## src/rtl/ode_fixed_pkg.sv

```systemverilog
// Shared fixed-point definitions for the ODE solver datapath (multiplier and adder).
// Word layout: {scale[2:0], two's-complement mantissa[12:0]}, value = mant / 2^scale.
package ode_fixed_pkg;

  localparam int WORD_W    = 16;
  localparam int MANT_W    = 13;
  localparam int SF_W      = 3;
  localparam int MAX_SCALE = 7;

  localparam logic [MANT_W-1:0] MANT_MAX = 13'h0FFF;
  localparam logic [MANT_W-1:0] MANT_MIN = 13'h1000;

  typedef enum logic [1:0] {
    ST_IDLE = 2'd0,
    ST_MUL  = 2'd1,
    ST_NORM = 2'd2,
    ST_DONE = 2'd3
  } mul_state_t;

  typedef struct packed {
    logic [SF_W-1:0]   scale;
    logic [MANT_W-1:0] mant;
  } fx_word_t;

  // Magnitude of a two's-complement mantissa; the most negative value maps to 2^(MANT_W-1).
  function automatic logic [MANT_W-1:0] mant_mag(input logic [MANT_W-1:0] m);
    return m[MANT_W-1] ? (~m + 1'b1) : m;
  endfunction

endpackage

```

## src/rtl/mul_normalize.sv

```systemverilog
// Combinational normaliser: picks the largest scale whose mantissa still fits the word.
// Optional MUL_ROUND_NEAREST_EN selects round-half-up instead of truncating shifts.
module mul_normalize #(
  parameter int MANT_W = 13,
  parameter int SF_W   = 3
) (
  input  logic signed [2*MANT_W:0] i_p,
  input  logic [SF_W:0]            i_f,
  output logic [SF_W-1:0]          o_scale,
  output logic [MANT_W-1:0]        o_mant,
  output logic                     o_invalid
);
  import ode_fixed_pkg::*;

  localparam int PW = 2 * MANT_W + 1;
  localparam int XW = PW + 1;
  localparam int NK = 1 << (SF_W + 1);

  logic signed [XW-1:0] w_p_ext;
  logic [NK-1:0]        w_fits;
  logic [MANT_W-1:0]    w_mant [NK];
  logic [SF_W:0]        w_kmin;
  logic [SF_W:0]        w_k;
  logic                 w_found;

  // One spare bit so the rounding increment can never wrap the product.
  assign w_p_ext = {i_p[PW-1], i_p};
  assign w_kmin  = (i_f > (SF_W + 1)'(MAX_SCALE)) ? (i_f - (SF_W + 1)'(MAX_SCALE)) : '0;

  generate
    for (genvar gi = 0; gi < NK; gi++) begin : g_shift
      logic signed [XW-1:0] w_sh;
`ifdef MUL_ROUND_NEAREST_EN
      if (gi == 0) begin : g_exact
        assign w_sh = w_p_ext;
      end else begin : g_round
        localparam logic signed [XW-1:0] HALF = XW'(1) <<< (gi - 1);
        assign w_sh = (w_p_ext + HALF) >>> gi;
      end
`else
      assign w_sh = w_p_ext >>> gi;
`endif
      // Fits when every bit above the mantissa field is a copy of its sign bit.
      assign w_fits[gi] = (&w_sh[XW-1:MANT_W-1]) | ~(|w_sh[XW-1:MANT_W-1]);
      assign w_mant[gi] = w_sh[MANT_W-1:0];
    end
  endgenerate

  // Scan downward so the smallest admissible shift wins.
  always_comb begin
    w_found = 1'b0;
    w_k     = '0;
    for (int k = NK - 1; k >= 0; k--) begin
      if (w_fits[k] && (k >= int'(w_kmin)) && (k <= int'(i_f))) begin
        w_found = 1'b1;
        w_k     = (SF_W + 1)'(k);
      end
    end
  end

  always_comb begin
    o_invalid = ~w_found;
    o_scale   = '0;
    o_mant    = i_p[PW-1] ? MANT_MIN : MANT_MAX;
    if (w_found) begin
      o_scale = SF_W'(i_f - w_k);
      o_mant  = w_mant[w_k];
    end
  end

endmodule

```

## src/rtl/mul_seq_cs.sv

```systemverilog
// Sequential signed scaled-fixed-point multiplier: 13-step shift-add on magnitudes,
// one normalise step, then a held result. Rounding mode set by MUL_ROUND_NEAREST_EN.
module mul_seq_cs #(
  parameter int MANT_W = 13,
  parameter int SF_W   = 3
) (
  input  logic                     clk,
  input  logic                     rst_n,
  input  logic                     in_valid,
  output logic                     in_ready,
  input  logic [SF_W+MANT_W-1:0]   in1,
  input  logic [SF_W+MANT_W-1:0]   in2,
  output logic                     out_valid,
  input  logic                     out_ready,
  output logic [SF_W+MANT_W-1:0]   out,
  output logic                     invalid,
  output logic                     busy
);
  import ode_fixed_pkg::*;

  localparam int AW = 2 * MANT_W;
  localparam int CW = $clog2(MANT_W + 1);

  mul_state_t        r_state;
  logic [AW-1:0]     r_mcand;
  logic [AW-1:0]     r_acc;
  logic [MANT_W-1:0] r_mplier;
  logic              r_sgn;
  logic [SF_W:0]     r_f;
  logic [CW-1:0]     r_cnt;
  fx_word_t          r_out;
  logic              r_out_valid;
  logic              r_invalid;

  logic [MANT_W-1:0] w_m1;
  logic [MANT_W-1:0] w_m2;
  logic [SF_W:0]     w_f;
  logic signed [AW:0] w_p;
  logic [SF_W-1:0]   w_scale;
  logic [MANT_W-1:0] w_mant;
  logic              w_invalid;

  assign w_m1 = in1[MANT_W-1:0];
  assign w_m2 = in2[MANT_W-1:0];
  assign w_f  = {1'b0, in1[SF_W+MANT_W-1:MANT_W]} + {1'b0, in2[SF_W+MANT_W-1:MANT_W]};

  // Re-apply the sign only once the unsigned magnitude product is complete.
  assign w_p = r_sgn ? -{1'b0, r_acc} : {1'b0, r_acc};

  mul_normalize #(
    .MANT_W (MANT_W),
    .SF_W   (SF_W)
  ) u_norm (
    .i_p       (w_p),
    .i_f       (r_f),
    .o_scale   (w_scale),
    .o_mant    (w_mant),
    .o_invalid (w_invalid)
  );

  always_ff @(posedge clk or negedge rst_n) begin
    if (!rst_n) begin
      r_state     <= ST_IDLE;
      r_mcand     <= '0;
      r_acc       <= '0;
      r_mplier    <= '0;
      r_sgn       <= 1'b0;
      r_f         <= '0;
      r_cnt       <= '0;
      r_out       <= '0;
      r_out_valid <= 1'b0;
      r_invalid   <= 1'b0;
    end else begin
      case (r_state)
        ST_IDLE: begin
          if (in_valid) begin
            r_mcand  <= AW'(mant_mag(w_m1));
            r_mplier <= mant_mag(w_m2);
            r_sgn    <= w_m1[MANT_W-1] ^ w_m2[MANT_W-1];
            r_f      <= w_f;
            r_acc    <= '0;
            r_cnt    <= '0;
            r_state  <= ST_MUL;
          end
        end
        ST_MUL: begin
          if (r_mplier[0]) begin
            r_acc <= r_acc + r_mcand;
          end
          r_mcand  <= r_mcand << 1;
          r_mplier <= r_mplier >> 1;
          r_cnt    <= r_cnt + 1'b1;
          if (r_cnt == CW'(MANT_W - 1)) begin
            r_state <= ST_NORM;
          end
        end
        ST_NORM: begin
          r_out.scale <= w_scale;
          r_out.mant  <= w_mant;
          r_invalid   <= w_invalid;
          r_out_valid <= 1'b1;
          r_state     <= ST_DONE;
        end
        ST_DONE: begin
          if (out_ready) begin
            r_out_valid <= 1'b0;
            r_state     <= ST_IDLE;
          end
        end
        default: r_state <= ST_IDLE;
      endcase
    end
  end

  assign in_ready  = (r_state == ST_IDLE);
  assign busy      = (r_state != ST_IDLE);
  assign out       = r_out;
  assign out_valid = r_out_valid;
  assign invalid   = r_invalid;

endmodule

```

## config.mk

```make
export PLATFORM = sky130hd
export DESIGN_NAME = mul_seq_cs
export DESIGN_NICKNAME = d
export VERILOG_FILES = /design/src/rtl/ode_fixed_pkg.sv /design/src/rtl/mul_normalize.sv /design/src/rtl/mul_seq_cs.sv
export SDC_FILE = /design/constraint.sdc
export NUM_CORES = 1
export LEC_CHECK = 0
export ABC_CLOCK_PERIOD_IN_PS = 11070
export BUFFER_PORTS_ARGS = -buffer_cell sky130_fd_sc_hd__buf_2
export CORE_MARGIN = 3
export CORE_UTILIZATION = 40
export CTS_CLUSTER_DIAMETER = 60
export CTS_CLUSTER_SIZE = 24
export DETAILED_ROUTE_END_ITERATION = 8
export PLACE_DENSITY = 0.58
export SETUP_SLACK_MARGIN = 0.2
export SLEW_MARGIN = 20
export SYNTH_ARGS = -nofsm -noshare
export SYNTH_HDL_FRONTEND = slang
export SYNTH_SLANG_ARGS = --single-unit
```

## constraint.sdc

```tcl
create_clock -name clk -period 11.07 [get_ports clk]
set_input_delay 0.5535 -clock clk [delete_from_list [all_inputs] [get_ports clk]]
set_output_delay 0.5535 -clock clk [all_outputs]
set_load 0.005 [all_outputs]
```

==> impl_metrics.yaml <==
global_routing:
  grt_use_total_pct: 19.6
  grt_pass1_wl_um: 38800
  antenna_found_initial: 1
  grt_max_degree: 61
  overflow: 0
  grt_pass1_vias: 7453
yosys:
  synth_edf_count: 0
  yosysUniqueCellTypes: 82
  synth_fp_nets: 1142
  yosysSeqAreaShare_pct: 27.2
  ys_warn_count: 0
  synthCells: 1059
  synth-async-reset-ratio_pct: 100
  syn_avg_cell_area_sq_um: 8.16
  netlist_area_sq_um: 8640
  ys.flop_type: "dfrtp_1"
  ys_seq_elements: 94
cells_and_area:
  register_area_sq_um: 2350
  area_growth_pct: 8.25
  nets: 1155
  multi_input_area_sq_um: 5890
  drive_above_1_share_pct: 11.3
  fillers: 2127
  diodes: 0
clocking:
  cts_buffers: 9
  path_clk_slew_ns: 0.08
  ctsHoldBuffers: 0
  cts_tree: "yes"
  htree_levels: 3
  clk_latency_ns: 0.36
  cts_setup_buffers: 0
  cts.sinks: 94
  cts-root-buf: "clkbuf_16"
  cts_resized: 0
  cts_buffer_depth: 2
routing:
  antenna_left: 0
  wl_um: 23400
  drtIter0Drc: 448
  route.detailed.drc: 0
  routedWlPerCell_um: 17.3
  viasPerCell: 5.87
  dr.pass1.iters: 5
  vias: 7933
timing:
  timing_hold_violations_final: 0
  max_clock_freq_mhz: 171
  timing.final.crit_share_pct: 52.9
  setup_viol: 0
  drv_slew: 0
  skew_ns: 0.0143
  worst_pin_slew_ns: 0.943
  rsz0062_at_grt: "no"
  relSlewSlack_pct: 36.6
  period_needed_ns: 5.86
  setup_tns_ns: 0
critical_path:
  rr_worst_depth: 20
  path_depth: 20
  crit_family: "simple AND/OR/NAND/NOR gates"
  cpPeakStageDelay_ns: 0.64
  cp.buffers_inverters: 3
  worstSetupEndpointType: "flip-flop"
  required_ns: 11.31
  crit_type: "flip-flop to flip-flop"
  r2r-start: "r_acc[6]"
  critPathSlowestCell: "or4_1"
  critPathArrivalTime_ns: 6.10
  path_cells: "or4_1 -> nor4_1 -> buf_4 -> nand4_1 -> o21ai_0 -> xor2_1 -> inv_1 -> ha_1 -> nand2b_1 -> mux2i_1 -> o21ai_0 -> o32a_1 -> or4_4 -> a21oi_4 -> a21oi_4 -> inv_4 -> mux2i_1 -> mux4_2 -> nor2_1 -> a2111o_1"
  critPathLaunchType: "flip-flop"
  crit_fanout: 22
  r2r_end: "out[5]"
  ff2ff_setup_slack_ns: 5.21
job:
  cap_violations: 0
outcome:
  outcome: "finished, final reports clean"
hold_path:
  hold_class: "input port to async pin"
placed_design:
  place_congestion: 0.927
  place_hpwl_um: 17500
  port_buffers: 55
die:
  initial_core_util_pct: 40.9
  die-area_sq_um: 23400
  row_count: 53
  die_h_um: 153
  boundaryPins: 56
  die_x_um: 153
  coreArea_sq_um: 21200
==> cells in the final DEF, fill, tap and decap left out, types with 6 or more instances in the layout <==
master	netlist	layout
nand2_1	109	109
dfrtp_1	94	94
nor2_1	91	90
o21ai_0	86	86
a21oi_1	71	71
buf_2	6	54
mux2i_1	52	52
ha_1	44	43
xor2_1	39	39
inv_1	34	34
xnor2_1	33	33
nor3_1	21	21
o31ai_1	21	21
nand3_1	20	20
a211oi_1	20	20
a22o_1	18	18
a21o_1	16	16
nor4_1	14	14
nand4_1	11	11
and3_1	11	11
mux2_2	11	11
buf_4	0	11
o211ai_1	10	10
or2_2	9	9
nand2b_1	9	9
clkbuf_16	0	9
o21a_1	8	8
or4_1	7	7
o41ai_1	7	7
a31oi_1	7	7
nor2b_1	7	7
a211o_1	6	6
nand3b_1	6	6
o22ai_1	6	6
o32ai_1	6	6
==> synthesized netlist by cell type (all sizes together), types with 6 or more instances <==
cell type  instances  area (sq um)
nand2            109           409
dfrtp             94          2350
nor2              92           348
o21ai             91           459
a21oi             73           388
clkbuf            52           195
mux2i             52           521
ha                44           551
xor2              39           342
inv               35           134
xnor2             33           289
o31ai             22           170
a211oi            21           163
nor3              21           105
nand3             20           100
a22o              18           158
a21o              17           129
nor4              14          87.6
and3              11          68.8
buf               11          91.3
mux2              11           124
nand4             11          68.8
o211ai            10          75.1
or4               10          86.3
nand2b             9          56.3
or2                9          56.3
a31oi              8          56.3
o21a               8          60.1
nor2b              7          43.8
o41ai              7          61.3
a211o              6          52.6
nand3b             6          45.0
o22ai              6          37.5
o32ai              6          52.6
==> layout make-up <==
type	count	share of cell area (%)
multi-input combinational	866	62.9
sequential	94	25.1
timing repair buffer	65	3.77
tap	275	3.68
clock buffer	10	2.55
inverter	36	1.47
clock inverter	5	0.455
==> worst register-to-register path, delay by kind of cell, from the launching register on <==
family / cells / cell delay [ns]
DFF: 1 / 0.45
and+or+nand+nor: 6 / 1.67
buffers and inverters: 3 / 0.69
xor gates and xnor gates: 1 / 0.15
muxes: 3 / 0.98
AOI/OAI and AO/OA: 6 / 1.63
adders and majority gates: 1 / 0.18
==> metrics by stage <==
| stage | setup slack (ns) | cells | util, % | cell area, sq um | hold WS [ns] |
|---|---|---|---|---|---|
| 2_1_floorplan | 5.82 | 1059 | - | 8640 | 0.258 |
| 3_3_place_gp | 5.45 | 1336 | 42.9 | 9070 | 0.466 |
| 3_5_place_dp | 5.30 | 1336 | 42.9 | 9070 | 0.467 |
| 4_1_cts | 5.26 | 1351 | 44.2 | 9350 | 0.165 |
| 5_1_grt | 4.77 | 1351 | 44.2 | 9360 | 0.191 |
| 6_report | 5.21 | 1351 | 44.2 | 9360 | 0.148 |
==> worst max path at each step <==
stage	start	endpoint	slack, ns
5_1_grt	r_acc[6]	out[15]	4.77
2_1_floorplan	r_acc[12]	out[15]	5.82
6_report	r_acc[6]	out[5]	5.21
4_1_cts	r_acc[6]	out[5]	5.26
3_3_place_gp	r_acc[6]	out[5]	5.45
3_5_place_dp	r_acc[17]	out[5]	5.30
==> logic make-up after synthesis <==
kind of cell,share of synthesized area (%)
multiplexers,7.98
AO/OA/AOI/OAI,26.8
buffers and inverters,4.91
AND/OR/NAND/NOR,18.7
adder cells (fa/ha/maj),7.06
flip-flops,27.2
XOR/XNOR,7.29
==> state kept, by name, summed over array words and instances, names as in the netlist <==
signal     cells
r_sgn          1
r_mcand       26
r_acc         26
r_state        2
r_cnt          4
invalid        1
out           16
r_mplier      13
out_valid      1
r_f            4
==> routing by layer <==
layer | routed length [um] | global-route usage [%] | vias up
li1 | - | - | 3936
met1 | 10900 | 26.9 | 3749
met2 | 10800 | 32.2 | 203
met3 | 1150 | 2.86 | 43
met4 | 527 | 6.02 | 2
met5 | 13 | 0 | -
Power is left out: the tool's default activity adds up to more than one toggle a clock period on the data nets, which glitch-free logic cannot reach.
